$ cat src/rtl/fifo_drain_ctrl_pkg.sv
// Shared types and widths for the FIFO read-side drain scheduler.
// Stats widths are consumed only when DRAIN_STATS_EN is defined.
package fifo_drain_ctrl_pkg;

  typedef enum logic [2:0] {
    ST_IDLE      = 3'd0,
    ST_POP       = 3'd1,
    ST_OFFER     = 3'd2,
    ST_WAIT_DONE = 3'd3,
    ST_GAP       = 3'd4
  } drain_state_t;

  localparam int FRAME_CNT_W = 16;
  localparam int DROP_CNT_W  = 8;

  // Width needed to hold TIMEOUT-1, never less than one bit.
  function automatic int timeout_cnt_w(input int timeout);
    return (timeout <= 2) ? 1 : $clog2(timeout);
  endfunction

  function automatic int max_int(input int a, input int b);
    return (a > b) ? a : b;
  endfunction

endpackage

$ cat src/rtl/fifo_drain_ctrl_drain_timer.sv
// Loadable down-counter with terminal-count flag, shared by the
// OFFER timeout and the inter-frame gap (never active at the same time).
module drain_timer #(
  parameter int W = 6
) (
  input  logic         clk,
  input  logic         rst,
  input  logic         load,
  input  logic [W-1:0] load_val,
  input  logic         dec,
  output logic         tc
);

  logic [W-1:0] count_reg;

  always_ff @(posedge clk or negedge rst) begin
    if (!rst) begin
      count_reg <= '0;
    end else if (load) begin
      count_reg <= load_val;
    end else if (dec && (count_reg != '0)) begin
      count_reg <= count_reg - 1'b1;
    end
  end

  assign tc = (count_reg == '0);

endmodule

$ cat src/rtl/fifo_drain_ctrl.sv
// Read-side drain scheduler: pops FIFO words one at a time into the UART TX.
// Optional frame/drop statistics are built when DRAIN_STATS_EN is defined.
module fifo_drain_ctrl
  import fifo_drain_ctrl_pkg::*;
#(
  parameter int DATA_WIDTH = 8,
  parameter int GAP_W      = 4,
  parameter int TIMEOUT    = 64
) (
  input  logic                   clk,
  input  logic                   rst,
  input  logic                   enable,
  input  logic [GAP_W-1:0]       gap_cfg,
  input  logic                   fifo_empty,
  input  logic [DATA_WIDTH-1:0]  fifo_rd_data,
  output logic                   fifo_r_inc,
  output logic                   tx_valid,
  output logic [DATA_WIDTH-1:0]  tx_data,
  input  logic                   tx_busy,
  output logic                   timeout_err,
`ifdef DRAIN_STATS_EN
  output logic [FRAME_CNT_W-1:0] frame_cnt,
  output logic [DROP_CNT_W-1:0]  drop_cnt,
`endif
  input  logic                   err_clr
);

  localparam int TO_CNT_W = timeout_cnt_w(TIMEOUT);
  localparam int TIMER_W  = max_int(TO_CNT_W, GAP_W);
  localparam logic [TIMER_W-1:0] TO_LOAD = TIMER_W'(TIMEOUT - 1);

  drain_state_t state_reg, state_next;

  logic [DATA_WIDTH-1:0] hold_reg;
  logic                  tx_valid_reg;
  logic                  timeout_err_reg;

  logic                  pop_req;
  logic                  to_hit;
  logic                  timer_load;
  logic [TIMER_W-1:0]    timer_load_val;
  logic                  timer_dec;
  logic                  timer_tc;

  drain_timer #(
    .W (TIMER_W)
  ) u_timer (
    .clk      (clk),
    .rst      (rst),
    .load     (timer_load),
    .load_val (timer_load_val),
    .dec      (timer_dec),
    .tc       (timer_tc)
  );

  always_comb begin
    state_next     = state_reg;
    pop_req        = 1'b0;
    to_hit         = 1'b0;
    timer_load     = 1'b0;
    timer_load_val = '0;
    timer_dec      = 1'b0;

    case (state_reg)
      ST_IDLE: begin
        if (enable && !fifo_empty) begin
          pop_req    = 1'b1;
          state_next = ST_POP;
        end
      end

      ST_POP: begin
        timer_load     = 1'b1;
        timer_load_val = TO_LOAD;
        state_next     = ST_OFFER;
      end

      ST_OFFER: begin
        if (tx_busy) begin
          state_next = ST_WAIT_DONE;
        end else if (timer_tc) begin
          // Transmitter never took the word: drop it and still honour the gap.
          to_hit         = 1'b1;
          timer_load     = 1'b1;
          timer_load_val = TIMER_W'(gap_cfg);
          state_next     = ST_GAP;
        end else begin
          timer_dec = 1'b1;
        end
      end

      ST_WAIT_DONE: begin
        if (!tx_busy) begin
          timer_load     = 1'b1;
          timer_load_val = TIMER_W'(gap_cfg);
          state_next     = ST_GAP;
        end
      end

      ST_GAP: begin
        if (timer_tc) begin
          state_next = ST_IDLE;
        end else begin
          timer_dec = 1'b1;
        end
      end

      default: begin
        state_next = ST_IDLE;
      end
    endcase
  end

  always_ff @(posedge clk or negedge rst) begin
    if (!rst) begin
      state_reg       <= ST_IDLE;
      hold_reg        <= '0;
      tx_valid_reg    <= 1'b0;
      timeout_err_reg <= 1'b0;
    end else begin
      state_reg    <= state_next;
      tx_valid_reg <= (state_next == ST_OFFER);
      if (pop_req) begin
        hold_reg <= fifo_rd_data;
      end
      if (err_clr) begin
        timeout_err_reg <= 1'b0;
      end else if (to_hit) begin
        timeout_err_reg <= 1'b1;
      end
    end
  end

  // The pop strobe must pop in the same cycle the word is captured, and
  // must stay quiet while reset is held even though the state reads IDLE.
  assign fifo_r_inc  = pop_req & rst;
  assign tx_valid    = tx_valid_reg;
  assign tx_data     = hold_reg;
  assign timeout_err = timeout_err_reg;

`ifdef DRAIN_STATS_EN
  logic [FRAME_CNT_W-1:0] frame_cnt_reg;
  logic [DROP_CNT_W-1:0]  drop_cnt_reg;
  logic                   frame_done;

  assign frame_done = (state_reg == ST_WAIT_DONE) && !tx_busy;

  always_ff @(posedge clk or negedge rst) begin
    if (!rst) begin
      frame_cnt_reg <= '0;
      drop_cnt_reg  <= '0;
    end else if (err_clr) begin
      frame_cnt_reg <= '0;
      drop_cnt_reg  <= '0;
    end else begin
      if (frame_done) begin
        frame_cnt_reg <= frame_cnt_reg + 1'b1;
      end
      if (to_hit && (drop_cnt_reg != '1)) begin
        drop_cnt_reg <= drop_cnt_reg + 1'b1;
      end
    end
  end

  assign frame_cnt = frame_cnt_reg;
  assign drop_cnt  = drop_cnt_reg;
`else
  // Statistics counters are not built in this configuration.
`endif

endmodule
$ cat config.mk
export PLATFORM = sky130hd
export DESIGN_NAME = fifo_drain_ctrl
export DESIGN_NICKNAME = d
export VERILOG_FILES = /design/src/rtl/fifo_drain_ctrl_pkg.sv /design/src/rtl/fifo_drain_ctrl_drain_timer.sv /design/src/rtl/fifo_drain_ctrl.sv
export SDC_FILE = /design/constraint.sdc
export NUM_CORES = 1
export LEC_CHECK = 0
export CAP_MARGIN = 25
export CORE_MARGIN = 1
export CORE_UTILIZATION = 43
export CTS_BUF_LIST = sky130_fd_sc_hd__clkbuf_4 sky130_fd_sc_hd__clkbuf_8
export CTS_CLUSTER_SIZE = 8
export DETAILED_ROUTE_END_ITERATION = 16
export PLACE_DENSITY = 0.8
export REMOVE_ABC_BUFFERS = 1
export SETUP_SLACK_MARGIN = 0.3
export SLEW_MARGIN = 20
export SYNTH_ARGS = -nofsm -noshare
export SYNTH_HDL_FRONTEND = slang
export SYNTH_SLANG_ARGS = --single-unit
export TNS_END_PERCENT = 50
$ cat constraint.sdc
create_clock -name clk -period 1.8 [get_ports clk]
set_clock_uncertainty 0.15 [all_clocks]
set_input_delay 0.18 -clock clk [delete_from_list [all_inputs] [get_ports clk]]
set_output_delay 0.18 -clock clk [all_outputs]
set_load 0.03 [all_outputs]
**After elaboration in Yosys (flattened, before gate mapping)**

Cells that the tools add are included.

- Flip-flop bits (word level): 19
- Bits in latches: 0
- RAM bits: 0
- Bits in read-only memories: 0
- Input bits: 18
- Output and inout bits: 11
- Memories: 0

- Add/subtract/negate cells: 1
- Multiply operators: 0
- Divide/modulo/power cells: 0
- $lt $le $gt $ge: 0
- Eq/ne operators: 5
- Shifts and indexed selects: 0
- Multiplexer cells: 24
- Bitwise operators: 1
- Reductions and logical operators: 8

Operators by type and width:

| kind | number |
|---|---|
| case mux 6 bit (3 select lines) | 1 |
| two-way mux 3 bit | 5 |
| case mux 3 bit (5 select lines) | 1 |
| two-way mux 4 bit | 3 |
| two-way mux 6 bit | 2 |
| two-way mux 1 bit | 10 |
| == test 3 x 2 -> 1 bit, second input constant | 3 |
| zero test 6 bit | 1 |
| nonzero test 6 bit | 1 |
| subtractor 6 x 1 -> 6 bit, second input constant | 1 |
| nonzero test 2 bit | 2 |
| == test 3 x 1 -> 1 bit, second input constant | 1 |
| == test 3 bit, second input constant | 1 |
| zero test 3 bit | 1 |
| case mux 1 bit (3 select lines) | 1 |
| logical AND 1 bit | 2 |
| case mux 1 bit (2 select lines) | 1 |
| bitwise AND 1 bit | 1 |
| zero test 1 bit | 1 |

**Logic depth before layout (Yosys ltp)**

- Depth in word-level cells: 7
- Depth in mapped cells: 7

**Hierarchy**

Synthesis repeated with hierarchy kept, for this count alone.

- Cell total of the unflattened synthesis: 98
- Area total of the unflattened synthesis: 1022.2 um^2

By module, submodules not included:

| module | instances | cells an instance | area an instance (um^2) |
|---|---|---|---|
| fifo_drain_ctrl | 1 | 54 | 626.9 |
| drain_timer | 1 | 44 | 395.4 |

**Least setup slack after synthesis**

Ideal clock, no wire load.

- Kind: reg2reg
- Start point: register u_timer.count_reg[0]
- End point: register u_timer.count_reg[2]
- Setup time: 0.128 ns
- Arrival: 1.541 ns
- Required time: 1.522 ns
- Path slack: -0.019 ns
- Stages on the path, launching flop included: 8
- Buffers on the path: 0
- Path through: dfrtp_1 inv_1 ha_1 nor3b_2 a21oi_4 or2_2 nor3_1 nor3_1

- Longest elaborated chain between the ends: 6

Ends and longest elaborated chain:

| what | RTL line | source |
|---|---|---|
| from (decl) | fifo_drain_ctrl_drain_timer.sv:14 | `logic [W-1:0] count_reg;` |
| from (signal assigned) | fifo_drain_ctrl_drain_timer.sv:20 | `count_reg <= load_val;` |
| from (signal assigned) | fifo_drain_ctrl_drain_timer.sv:22 | `count_reg <= count_reg - 1'b1;` |
| zero test 6 bit | fifo_drain_ctrl_drain_timer.sv:26 | `assign tc = (count_reg == '0);` |
| two-way mux 1 bit | fifo_drain_ctrl.sv:81, fifo_drain_ctrl.sv:101 |  |
| two-way mux 1 bit | fifo_drain_ctrl.sv:79 | `if (tx_busy) begin` |
| case mux 1 bit (2 select lines) | fifo_drain_ctrl.sv:64 | `case (state_reg)` |
| logical AND 1 bit | fifo_drain_ctrl_drain_timer.sv:21 | `end else if (dec && (count_reg != '0)) begin` |
| nonzero test 2 bit (no line) | -- |  |

Parallel ways exist; a longest one is shown, timed or not. The select of a mux whose other input is x is not followed.
A chain may end at the register's enable or synchronous reset.

**Final worst setup path**

- Start point: register u_timer.count_reg[0]
- End point: register tx_valid_reg, in the netlist tx_valid

- Longest elaborated chain between the ends: 5

Ends and longest elaborated chain:

| what | RTL line | source |
|---|---|---|
| zero test 6 bit (*) | fifo_drain_ctrl_drain_timer.sv:26 |  |
| two-way mux 3 bit | fifo_drain_ctrl.sv:81 | `end else if (timer_tc) begin` |
| two-way mux 3 bit | fifo_drain_ctrl.sv:79 |  |
| case mux 3 bit (5 select lines) (*) | fifo_drain_ctrl.sv:64 |  |
| == test 3 x 2 -> 1 bit (*) | fifo_drain_ctrl.sv:122 | `tx_valid_reg <= (state_next == ST_OFFER);` |
| to (signal assigned) | fifo_drain_ctrl.sv:122 |  |
| to (decl) | fifo_drain_ctrl.sv:35 | `logic tx_valid_reg;` |

Mark *: on every way between the ends. The rest lies on a longest branch, timed or not.

==> metrics.md <==
| Metric | Value |
|---|---|
| Fillers | 108 |
| Wire per inst | 18.7 um |
| Nets | between 150 and 200 |
| Minimum clock period | 1.86 ns |
| Detailed Routing Iterations Pass 1 | 4 |
| Clock root buffer | clkbuf_4 |
| Worst r2r path cells | 8 |
| Util after Layout | 81.9% |
| Post-detail-place hpwl | 1.67 mm |
| CTS sink cnt | 19 |
| Worst Setup Path Type | flip-flop to flip-flop |
| Register-to-register setup slack | -0.06 ns |
| Post-synthesis compound-gate area fraction | 8.45% |
| Main combinational cell family by area after synthesis | simple AND/OR/NAND/NOR gates |
| # DRC | 0 |
| Fin crit share | 103% |
| Die area | 2360 um^2 |
| Post-Synth Adder-Cell Area | 2.68% |
| Mean number of vias per cell | 5.48 |
| Worst R2R Start | u_timer.count_reg[0] |
| Max reg flops | 8 |
| Iteration-0 DRC Markers | 37 |
| RSZ-0062 raised after global routing | yes |
| Final Hold Viols | 0 |
| Area added between synthesis and finish | 75.7% |
| Max IR drop VDD | 1.08 mV |
| Outcome | finished with violations |
| XOR/XNOR Fraction of Synth Area | 2.82% |
| FMAX | 538 MHz |
| CP Max Fanout | 4 |
| Initial antenna violation count | 0 |
| Number of global-route vias before repair | 905 |
| Die width | 48.6 um |
| Worst skew pair latency | ~0.3 ns |
| GP Congestion | 0.784 |
| Hold WC Path Type | input pin to async pin |
| Yosys warnings | 0 |
| Number of synthesized register bits | 19 |
| Final Max Slew Viols | 0 |
| Syn Std Cell Area | 933 um^2 |
| CP endpoint kind | flip-flop |
| Routed Antenna Nets | 0 |
| Area after DPL | around 1300 um^2 |
| Post-route setup slack | -0.0577 ns |
| Total negative slack | -0.217 ns |
| Worst Hold Margin | approximately 0.13 ns |
| Critical Path AT | 1.89 ns |
| Reg clk slew, reported paths | about 0.12 ns |
| Slew @ Worst Pin | 0.357 ns |
| Mux contribution to synthesized area | 11.3% |
| Dpl cells | 148 |
| DRT Wirelength | 3.14 mm |
| CTS max path bufs | 2 |
| Failing checks | negative setup slack |
| Post-Synth Simple-Gate Area | 21.7% |
| CP startpoint kind | flip-flop |
| Vias | 920 |
| Static Leak | 0.742 nW |
| Sequential share of the synthesized area | between 50% and 60% |
| Starting Density | 46.6% |
| PD cells | 1680 nW/um^2 |
| Normalized max-slew margin | 76.0% |
| Cts bufs inserted | 3 |
| Global Route Usage Sum | roughly 25% |
| Global-route wire length before repair | 4.37 mm |
| Fin area | 1640 um^2 |
| # diodes | 0 |
| Non-Filler Instances | 168 |
| Data required, critical path | approximately 1.8 ns |
| # setup viols final | 5 |
| Largest net degree at the start of global routing | 20 |
| Synth Instances | 82 |
| Layout cell share with drive strength beyond 1 | 48.9% |
| Die Y | 48.6 um |
| Top Ports | 29 |
| Port buffer count | 28 |
| Core area | about 2000 um^2 |
| Row count | 16 |
| Grt ovf | 0 |
| Max-cap violations | 0 |
| Mapped Avg Cell Area | 11.4 um^2 |
| H-tree Lvls | 1 |
| Synth cell types | 32 |
| Capture point of the worst reg-to-reg path | tx_valid |
| CTS tree | done |
[what timing repair did]
action                     in CTS  in global routing
hold buffers                    0                  0
setup endpoints to repair      28                 19
resized for setup              34                 22
pin swaps                       8                  6
setup buffers                   9                  7
[cell usage in the layout (no fill, tap or decap), drive strengths merged, types with 2 or more instances in the layout]
cell           netlist  final
a21oi                3      3
a31oi                2      2
and2                 2      2
buf                  1     29
clkbuf               0      4
clkdlybuf4s50        0     17
dfrtp               19     19
dlygate4sd2          0     10
ha                   2      2
inv                  4      4
mux2                 9      9
nand2                3      3
nand3                3      3
nand4                3      3
nor2                 9      9
nor3                 4      4
nor3b                2      2
o21ai                4      4
xor2                 2      2
[power breakdown]
part | switching (mW) | total (mW) | internal [mW] | leakage (nW)
registers | 0.180 | 0.808 | 0.628 | 0.221
logic | 0.823 | 1.71 | 0.888 | 0.502
clock network | 0.134 | 0.235 | 0.101 | 0.0184
total | 1.14 | 2.75 | 1.62 | 0.742
[synthesized netlist by cell type]
| master | instances | area share, % |
|---|---|---|
| nor3b_2 | 1 | 1.3 |
| inv_1 | 4 | 1.6 |
| buf_2 | 1 | 0.54 |
| nor2_2 | 1 | 0.67 |
| a21oi_4 | 1 | 1.7 |
| xnor2_1 | 1 | 0.94 |
| nand2_1 | 1 | 0.40 |
| o31ai_1 | 1 | 0.80 |
| nor4b_1 | 1 | 0.94 |
| o21ai_2 | 1 | 0.94 |
| a21oi_1 | 2 | 1.1 |
| xor2_1 | 2 | 1.9 |
| and2_1 | 2 | 1.3 |
| or2b_2 | 1 | 0.94 |
| nand2_4 | 2 | 2.4 |
| or3b_4 | 1 | 1.2 |
| a31oi_1 | 2 | 1.3 |
| nor4_1 | 1 | 0.67 |
| a31o_2 | 1 | 0.94 |
| ha_1 | 2 | 2.7 |
| nand3_1 | 3 | 1.6 |
| nor3_1 | 4 | 2.1 |
| o21ai_0 | 3 | 1.6 |
| mux2_2 | 8 | 9.7 |
| or2_2 | 1 | 0.67 |
| nor3b_1 | 1 | 0.80 |
| dfrtp_1 | 19 | 51 |
| mux2_4 | 1 | 1.6 |
| and3_1 | 1 | 0.67 |
| nand4_1 | 3 | 2.0 |
| nor2_1 | 8 | 3.2 |
| or3_1 | 1 | 0.67 |
[worst max-delay path by stage]
stage                                     from                   end  slack [ns]
final                     u_timer.count_reg[0]              tx_valid       -0.06
after global routing      u_timer.count_reg[0]  u_timer.count_reg[4]       -0.14
after CTS                 u_timer.count_reg[0]  u_timer.count_reg[1]      -0.009
after detailed placement  u_timer.count_reg[0]  u_timer.count_reg[1]       -0.09
after global placement                 tx_busy  u_timer.count_reg[2]       -0.06
after floorplan           u_timer.count_reg[0]  u_timer.count_reg[2]       -0.02
[layout make-up]
| class | count | area [um^2] | area share [%] |
|---|---|---|---|
| Multi-Input combinational cell | 58 | 571 | 34.8 |
| Timing Repair Buffer | 56 | 513 | 31.3 |
| Sequential cell | 19 | 478 | 29.1 |
| Tap cell | 27 | 33.8 | 2.06 |
| Clock buffer | 4 | 30.0 | 1.83 |
| Inverter | 4 | 15.0 | 0.915 |
[per-stage QoR]
step | worst slack (ns) | power, mW
floorplan | -0.0194 | 1.48
global placement | -0.0624 | 1.95
detailed placement | -0.0886 | 1.99
CTS | -0.00908 | 2.45
global route | -0.140 | 2.90
finish | -0.0577 | 2.75
[kinds of logic (layout without fill, tap and decap cells)]
| family | after synthesis | count (layout) |
|---|---|---|
| AOI/OAI and AO/OA | 11 | 11 |
| xor gates and xnor gates | 3 | 3 |
| adders and majority gates | 2 | 2 |
| buffers and inverters | 5 | 64 |
| DFF | 19 | 19 |
| muxes | 9 | 9 |
| and+or+nand+nor | 33 | 33 |
[critical path, stage by stage, from the launching register on]
cell	delay, ns
dfrtp_1	0.41
inv_2	0.10
ha_4	0.14
nor3b_4	0.25
a21oi_4	0.11
buf_4	0.15
buf_4	0.13
nor3b_4	0.22
nor4_1	0.08
[per-layer routing]
metal | vias to the layer above | GRT usage, % | routed length, um
met4 | 0 | 11.8 | 104
met3 | 8 | 4.09 | 127
met5 | - | 0 | 0
li1 | 412 | - | -
met1 | 460 | 26.4 | 1180
met2 | 40 | 48.4 | 1730
Power figures use the tool's default switching activity.
==> RTL edit, RTL diff (same flow settings) <==
Re-encode `drain_state_t` (5 states) as one-hot, 5 bits wide.
--- a/src/rtl/fifo_drain_ctrl_pkg.sv
+++ b/src/rtl/fifo_drain_ctrl_pkg.sv
@@ -3,10 +3,10 @@
 package fifo_drain_ctrl_pkg;
 
-  typedef enum logic [2:0] {
-    ST_IDLE      = 3'd0,
-    ST_POP       = 3'd1,
-    ST_OFFER     = 3'd2,
-    ST_WAIT_DONE = 3'd3,
-    ST_GAP       = 3'd4
+  typedef enum logic [4:0] {
+    ST_IDLE      = 5'b00001,
+    ST_POP       = 5'b00010,
+    ST_OFFER     = 5'b00100,
+    ST_WAIT_DONE = 5'b01000,
+    ST_GAP       = 5'b10000
   } drain_state_t;
 
Check against the original RTL: no difference found for any inputs over 10 cycles, from zero or initial values and one cycle with rst low; not proved beyond that.
==> RTL edit against the original RTL <==
  * The flow still finishes with violations (negative setup slack)
  * Cell count up 14%
  * Routed wire length up 11%
  * Utilization down 2.2 points
  * Setup slack worse by 390 ps
  * Sequential cell count up 2
  * Global-route usage up 1.7 points
  * Design area up 11%
  * Sequential share of layout area down 0.10 points
  * Synthesized area up 15%
  * Die area up 14%
Power is not compared: it rests on default switching activity, and its combinational part moved more than twofold at a synthesized area within 25%.
==> RTL edit: results <==
clock_tree:
  clk-insertion-delay-late_ps: 320
  cts_resized: 36
  h-tree-depth: 1
  postCtsSetupBuffers: 4
  clk_pin_slew_worst_paths_ps: 140
cells_and_area:
  design.seq.count: 21
  buf_share_pct: 29.31
  drive_gt1_share_pct: 42.94
  signal_buffers: 60
  clkCellAreaFrac_pct: 1.655
  antenna_cells: 0
  n_clock_buffer: 3
  n_fill_cell: 126
  nMultiInputCombCells: 73
  fin_cells: 191
  largest_reg_flops: 8
  multi_input_area_share_pct: 37.03
  seqCellArea_um2: 526.8
  final_nets: 184
  inverters: 5
  multiInputGateArea_um2: 671.9
setup_path:
  ff2ff_path_depth: 7
  slowest_delay_ps: 480
  crit_slowest_cell: "or4b_4"
  r2r_end: "u_timer.count_reg[5]$_DFFE_PN0P_"
  crit_type: "flop to flop"
  arrival_ps: 2300
synthesis:
  synth_common_cells: "dfrtp_1 (20), nand2_1 (10), mux2_2 (8), nor3_1 (6), o21ai_0 (6)"
  synth_edf_count: 0
  synth_area_leaders: "dfrtp_1 (47%), mux2_2 (8.4%), nand2_1 (3.5%)"
  ys_types: 34
  syn-instance-count: 99
  yosysSeqAreaShare_pct: 49.24
status:
  violations: "negative setup slack"
  status: "finished, violations left"
grt:
  grt_max_degree: 22
  gr-usage-met2_pct: 45.09
  track_usage_pct: 26.82
  grt_pass1_wl_um: 5306
  grt_util_met1_pct: 34.71
  use_met3_pct: 3.801
  grt_pass1_vias: 1152
sta:
  setup_viol: 12
  setup_ws_ps: -445.6
  fin_setup_tns_ps: -3355
  max_slew_margin_pct: 72.35
placed_design:
  routabilityCongestion: 0.9162
  dp_hpwl_um: 2192
  placed_area_um2: 1563
  place_ws_ps: -360.0
power_and_ir_drop:
  power_frac_clock_pct: 17.4
  ir_drop_mv: 0.6795
drt:
  avgRoutedWirePerCell_um: 18.29
  drt-initial-drc-count: 58
  wl_met2_um: 1713
  wl_met1_um: 1408
  wl_met3_um: 267
  num_vias: 1121
==> RTL edit: how the worst min path moves through the flow <==
stage | start | endpoint | slack, ps
2_1_floorplan | rst | state_reg[1]$_DFF_PN0_ | -270
3_3_place_gp | tx_data[6]$_DFFE_PN0P_ | tx_data[6]$_DFFE_PN0P_ | 340
3_5_place_dp | timeout_err$_DFFE_PN0P_ | timeout_err$_DFFE_PN0P_ | 340
4_1_cts | rst | tx_data[1]$_DFFE_PN0P_ | 110
5_1_grt | rst | tx_data[2]$_DFFE_PN0P_ | 110
6_report | rst | tx_data[2]$_DFFE_PN0P_ | 90
==> RTL edit: kinds of logic (layout without fill, tap and decap cells) <==
family                     after synthesis  count (layout)  share of synthesized area [%]
and+or+nand+nor                         39              39                          21.05
AOI/OAI and AO/OA                       23              23                          16.38
adders and majority gates                2               2                          2.339
muxes                                    8               8                          8.421
buffers and inverters                    5              69                          1.755
xor gates and xnor gates                 1               1                         0.8189
DFF                                     21              21                          49.24
